--- config.mk ---
export PLATFORM = sky130hd
export DESIGN_NAME = tohost_mailbox
export DESIGN_NICKNAME = d
export VERILOG_FILES = /design/src/rtl/tohost_mailbox.sv
export SDC_FILE = /design/constraint.sdc
export NUM_CORES = 1
export LEC_CHECK = 0
export CAP_MARGIN = 30
export CORE_MARGIN = 2
export CORE_UTILIZATION = 31
export DETAILED_ROUTE_END_ITERATION = 6
export DONT_BUFFER_PORTS = 1
export PLACE_DENSITY_LB_ADDON = 0.25
export REMOVE_ABC_BUFFERS = 1
export SLEW_MARGIN = 20
export SYNTH_ARGS = -nofsm -noshare
export SYNTH_HDL_FRONTEND = slang
export SYNTH_SLANG_ARGS = --single-unit
export TNS_END_PERCENT = 100
--- constraint.sdc ---
create_clock -name i_clock -period 1.77 [get_ports i_clock]
set_input_delay 0.2655 -clock i_clock [delete_from_list [all_inputs] [get_ports i_clock]]
set_output_delay 0.2655 -clock i_clock [all_outputs]
set_load 0.05 [all_outputs]
--- src/rtl/tohost_mailbox.sv ---
// tohost_mailbox: HTIF-style tohost/fromhost mailbox on a single-beat MMIO request port.
// Optional feature macro: TOHOST_TIMEOUT_EN (ack timeout with sticky error flag).
module tohost_mailbox #(
  parameter int unsigned       ADDR_W         = 32,
  parameter logic [ADDR_W-1:0] TOHOST_ADDR    = 32'h8000_1000,
  parameter logic [ADDR_W-1:0] FROMHOST_ADDR  = 32'h8000_1040,
  parameter int unsigned       TIMEOUT_CYCLES = 1024
) (
  input  logic              i_clock,
  input  logic              i_reset_n,
  input  logic              i_req_valid,
  output logic              o_req_ready,
  input  logic              i_req_write,
  input  logic [ADDR_W-1:0] i_req_addr,
  input  logic [63:0]       i_req_wdata,
  input  logic [7:0]        i_req_wstrb,
  output logic              o_resp_valid,
  output logic [63:0]       o_resp_rdata,
  output logic [63:0]       o_tohost,
  input  logic              i_tohost_ack,
  input  logic              i_fromhost_valid,
  input  logic [63:0]       i_fromhost_data,
  output logic              o_busy,
  output logic              o_timeout_err
);

  localparam logic [0:0] ST_IDLE    = 1'b0;
  localparam logic [0:0] ST_PENDING = 1'b1;

  logic [0:0]  r_state, w_state_next;
  logic [63:0] r_tohost, w_tohost_next;
  logic [63:0] r_fromhost, w_fromhost_next;
  logic        r_resp_valid;
  logic [63:0] r_resp_rdata;
  logic        r_timeout_err, w_timeout_err_next;
  logic        w_hit_tohost, w_hit_fromhost;
  logic        w_accept, w_store, w_load;
  logic [63:0] w_merge_tohost, w_merge_fromhost, w_load_data;
  logic        w_timeout_fire;

  function automatic logic [63:0] f_merge(input logic [63:0] old_v, input logic [63:0] new_v,
                                          input logic [7:0] strb);
    logic [63:0] res;
    res = old_v;
    for (int i = 0; i < 8; i++) begin
      if (strb[i]) res[8*i +: 8] = new_v[8*i +: 8];
    end
    return res;
  endfunction

  // Address decode ignores the byte offset within the 8-byte word.
  assign w_hit_tohost   = (i_req_addr[ADDR_W-1:3] == TOHOST_ADDR[ADDR_W-1:3]);
  assign w_hit_fromhost = (i_req_addr[ADDR_W-1:3] == FROMHOST_ADDR[ADDR_W-1:3]);

  // Only tohost traffic stalls while the bench has not yet acknowledged.
  assign o_req_ready = !((r_state == ST_PENDING) && w_hit_tohost);

  assign w_accept = i_req_valid && o_req_ready;
  assign w_store  = w_accept && i_req_write;
  assign w_load   = w_accept && !i_req_write;

  assign w_merge_tohost   = f_merge(r_tohost, i_req_wdata, i_req_wstrb);
  assign w_merge_fromhost = f_merge(r_fromhost, i_req_wdata, i_req_wstrb);

  assign w_load_data = w_hit_tohost   ? r_tohost   :
                       w_hit_fromhost ? r_fromhost : 64'h0;

`ifdef TOHOST_TIMEOUT_EN
  localparam int unsigned CNT_W = $clog2(TIMEOUT_CYCLES) + 1;

  logic [CNT_W-1:0] r_cnt;

  // Count PENDING cycles; held at zero while idle so every PENDING entry starts fresh.
  always_ff @(posedge i_clock or negedge i_reset_n) begin
    if (!i_reset_n) begin
      r_cnt <= '0;
    end else if (r_state == ST_IDLE) begin
      r_cnt <= '0;
    end else if (!w_timeout_fire) begin
      r_cnt <= r_cnt + 1'b1;
    end
  end

  // An ack on the expiry edge takes priority over the timeout.
  assign w_timeout_fire = (r_state == ST_PENDING) && !i_tohost_ack &&
                          (r_cnt == CNT_W'(TIMEOUT_CYCLES - 1));
`else
  logic w_unused_timeout;
  assign w_unused_timeout = ^TIMEOUT_CYCLES;
  assign w_timeout_fire   = 1'b0;
`endif

  logic w_unused_addr;
  assign w_unused_addr = ^i_req_addr[2:0];

  // Mailbox FSM and tohost register next-state.
  always_comb begin
    w_state_next       = r_state;
    w_tohost_next      = r_tohost;
    w_timeout_err_next = r_timeout_err;
    case (r_state)
      ST_IDLE: begin
        if (w_store && w_hit_tohost) begin
          w_tohost_next = w_merge_tohost;
          // Upper-half-only stores stage data without signalling the bench.
          if (i_req_wstrb[0] && (w_merge_tohost != 64'h0)) w_state_next = ST_PENDING;
        end
      end
      ST_PENDING: begin
        if (i_tohost_ack) begin
          w_tohost_next = 64'h0;
          w_state_next  = ST_IDLE;
        end else if (w_timeout_fire) begin
          w_tohost_next      = 64'h0;
          w_state_next       = ST_IDLE;
          w_timeout_err_next = 1'b1;
        end
      end
      default: begin
        w_state_next = ST_IDLE;
      end
    endcase
  end

  // Fromhost register next-state: bench push beats a same-cycle software store.
  always_comb begin
    w_fromhost_next = r_fromhost;
    if (i_fromhost_valid) begin
      w_fromhost_next = i_fromhost_data;
    end else if (w_store && w_hit_fromhost) begin
      w_fromhost_next = w_merge_fromhost;
    end
  end

  // State and mailbox registers.
  always_ff @(posedge i_clock or negedge i_reset_n) begin
    if (!i_reset_n) begin
      r_state       <= ST_IDLE;
      r_tohost      <= 64'h0;
      r_fromhost    <= 64'h0;
      r_timeout_err <= 1'b0;
    end else begin
      r_state       <= w_state_next;
      r_tohost      <= w_tohost_next;
      r_fromhost    <= w_fromhost_next;
      r_timeout_err <= w_timeout_err_next;
    end
  end

  // One-cycle response; load data is the pre-update register value.
  always_ff @(posedge i_clock or negedge i_reset_n) begin
    if (!i_reset_n) begin
      r_resp_valid <= 1'b0;
      r_resp_rdata <= 64'h0;
    end else begin
      r_resp_valid <= w_accept;
      r_resp_rdata <= w_load ? w_load_data : 64'h0;
    end
  end

  assign o_resp_valid  = r_resp_valid;
  assign o_resp_rdata  = r_resp_rdata;
  assign o_tohost      = r_tohost;
  assign o_busy        = (r_state == ST_PENDING);
  assign o_timeout_err = r_timeout_err;

endmodule

==> results.txt <==
Status = finished with violations
Failing checks = hold timing, setup timing
Antenna violations before repair = 0
Number of synthesized flops with an enable pin = 0
H-tree levels = 4
Async SR Flop Fraction = 1.00
RSZ-0062 raised after global routing = yes
Net Sw Frac = 0.258
CP Class = flop to flop
Top cells by area, synth = dfrtp_1 56%, mux2i_1 9.3%, o21ai_0 6.8%
Starting DRT DRC Count = 454
Cell with the most instances after synthesis = dfrtp_1
Vias in the first global route = 7472
DR WL met3 = 2140 um
Number of diodes = 0
Period utilization = 1.07
Max cap viols = 0
Worst hold slack = -483 ps
Fmax = 529 MHz
Post-route ant nets = 0
Sequential area share after synthesis = 0.561
Row count = 61
Drt wl/cell = 20.9 um
Mapped Cells = 879
Cts bufs inserted = 17
Largest area contributor in the netlist = dfrtp_1
Hold Vio Cnt, Final = 194
Root Buffer = clkbuf_16
Switching power of the nets = 2.39 mW
Headroom to the max-slew limit = 0.638
Mean Syn Cell Area = 9.84 um^2
Top sig layer = met4
Die area = 29300 um^2
Final max-slew violation count = 0
Fin worst setup slack = -121 ps
Metal2 WL = 15300 um
Syn. warnings = 0
Core footprint = 27600 um^2
Total wire length = 31500 um
Vias post-DR = 7571
Peak VDD IR = 0.612 mV
Combinational Power Share = 0.078
Share of cells above drive strength 1 = 0.143
Min-delay worst type = input pin to asynchronous set/reset pin
Post-DR vias/cell = 5.03
CP startpoint kind = flop
Data required, critical path = 2100 ps
Clock Skews = 13.3 ps
R2R Setup Slk = -120 ps
Nets = 1288
Worst Tran Pin Value = 544 ps
CTS tree = built
Clk_lat worst skew = 440 ps
Overall Power = 9.25 mW
M1 wire length = 13600 um
Largest net degree at the start of global routing = 195
First-pass GRT wire length = 44800 um
PortBufs = 0
DR pass1 iterations = 5
Power density cells = 763 nW/um^2
CP arrival = 2220 ps
Fin crit period = 1890 ps
Routability cong. = 0.827
Worst Setup End Kind = flop
# clock sinks = 194
Clk pwr share = 0.422
Main synth FF type = dfrtp_1
CP max FO = 2
Final setup fails = 1
Post-route DRC = 0
Clock transition at path regs = 80 ps
Post-synth top area share = 0.561
IO Count = 306
Mapped cell area = 8650 um^2
Chip width = 171 um
Detail Placement HPWL = 20100 um
Die Y-Extent = 171 um
Seq pwr share = 0.501
Post-synthesis register bit count = 194
Layout area overhead = 40.2%
Total grt overflow = 0
Initial Utilization = 0.313
Most frequent cells after synthesis = 194 x dfrtp_1, 118 x o21ai_0, 84 x nand2_1
Pleak = 5.83 nW
Internal power = 6.86 mW
Setup TNS = -121 ps
Clock buffer depth = 2
Unique masters post-synth = 33
Total global-route track usage = 0.205
==> sequential cells by signal, indices dropped and copies added (netlist names) <==
register / cells
o_tohost: 64
o_resp_rdata: 64
r_fromhost: 64
o_resp_valid: 1
o_busy: 1
==> path summary, 6_finish.rpt <==
path	to	cells past startpoint	startpoint
setup / recovery	o_busy	6	o_tohost[38]
setup reg to reg	o_busy	6	o_tohost[38]
min in group i_clock	r_fromhost[54]	2	i_req_wdata[54]
hold reg to reg	o_resp_rdata[40]	2	r_fromhost[40]
max in group asynchronous	o_resp_rdata[48]	0	i_reset_n
hold / removal	o_resp_rdata[1]	0	i_reset_n
==> worst max-delay path, stage by stage, from the launching register on <==
cell	delay, ps
dfrtp_1	380
nor3_1	160
a31oi_1	110
or4_1	520
nor4_1	240
nand4_1	170
a22o_1	210
==> power by group through the flow <==
stage | Clock, mW | Sequential [mW] | Combinational [mW]
finish | 3.90 | 4.63 | 0.720
floorplan | 0 | 4.70 | 0.250
CTS | 4.01 | 4.63 | 0.589
global route | 4.17 | 4.65 | 0.789
detailed placement | 0 | 4.72 | 0.364
global placement | 0 | 4.71 | 0.357
==> final cells by class <==
class,instances,area [um^2]
clock buffer,18,429
sequential,194,4850
clock inverter,14,133
multi-input combinational,569,3400
timing repair buffer,274,2620
tap,378,473
inverter,58,218
fill,2677,15500
==> per-layer routing <==
| layer | track usage | vias to the layer above |
|---|---|---|
| li1 | - | 3544 |
| met1 | 0.263 | 3759 |
| met2 | 0.336 | 240 |
| met3 | 0.0622 | 28 |
| met4 | 0.0564 | 0 |
| met5 | 0 | - |
==> logic make-up (layout without fill, tap and decap cells) <==
family                 count (synthesis)  in the layout  share of synthesized area
flip-flops                           194            194                      0.561
multiplexers                          81             81                     0.0939
buffers and inverters                116            364                     0.0529
AO/OA/AOI/OAI                        213            213                      0.145
AND/OR/NAND/NOR                      274            274                      0.147
other                                  1              1                   0.000433
==> placed cells by master (no fill, tap or decap), drive strengths merged, types with 2 or more instances in the layout <==
cell type / synthesis / routed
clkbuf: 36 / 18
and3: 3 / 3
buf: 22 / 107
or4: 5 / 5
dlygate4sd3: 0 / 167
inv: 58 / 70
dfrtp: 194 / 194
nor2: 69 / 69
nor3: 15 / 15
nand4: 5 / 5
nor4: 15 / 15
a21oi: 4 / 4
mux2i: 80 / 80
nand3: 65 / 65
a22oi: 64 / 64
nor4b: 2 / 2
a31oi: 10 / 10
nand2: 92 / 92
o21ai: 130 / 130
o41ai: 2 / 2
==> stage by stage <==
| step | cell area (um^2) | hold WS (ps) | instances | setup WS (ps) | utilization |
|---|---|---|---|---|---|
| 2_1_floorplan | 8410 | -30.1 | 821 | -2800 | - |
| 3_5_place_dp | 9820 | -24.4 | 1305 | -301 | 0.355 |
| 4_1_cts | 11600 | -509 | 1452 | -140 | 0.419 |
| 6_report | 12100 | -483 | 1505 | -121 | 0.439 |
| 5_1_grt | 12100 | -502 | 1505 | -240 | 0.439 |
| 3_3_place_gp | 9820 | -22.8 | 1305 | -308 | 0.355 |
==> repair_timing <==
action,4_1_cts,5_1_grt
hold endpoints to repair,324,258
hold buffers,116,52
gates resized for setup,7,2
endpoints found under the setup margin,1,16
setup buffers,0,1
pin swaps,7,3
No activity file was read; power rests on OpenSTA's default activity.
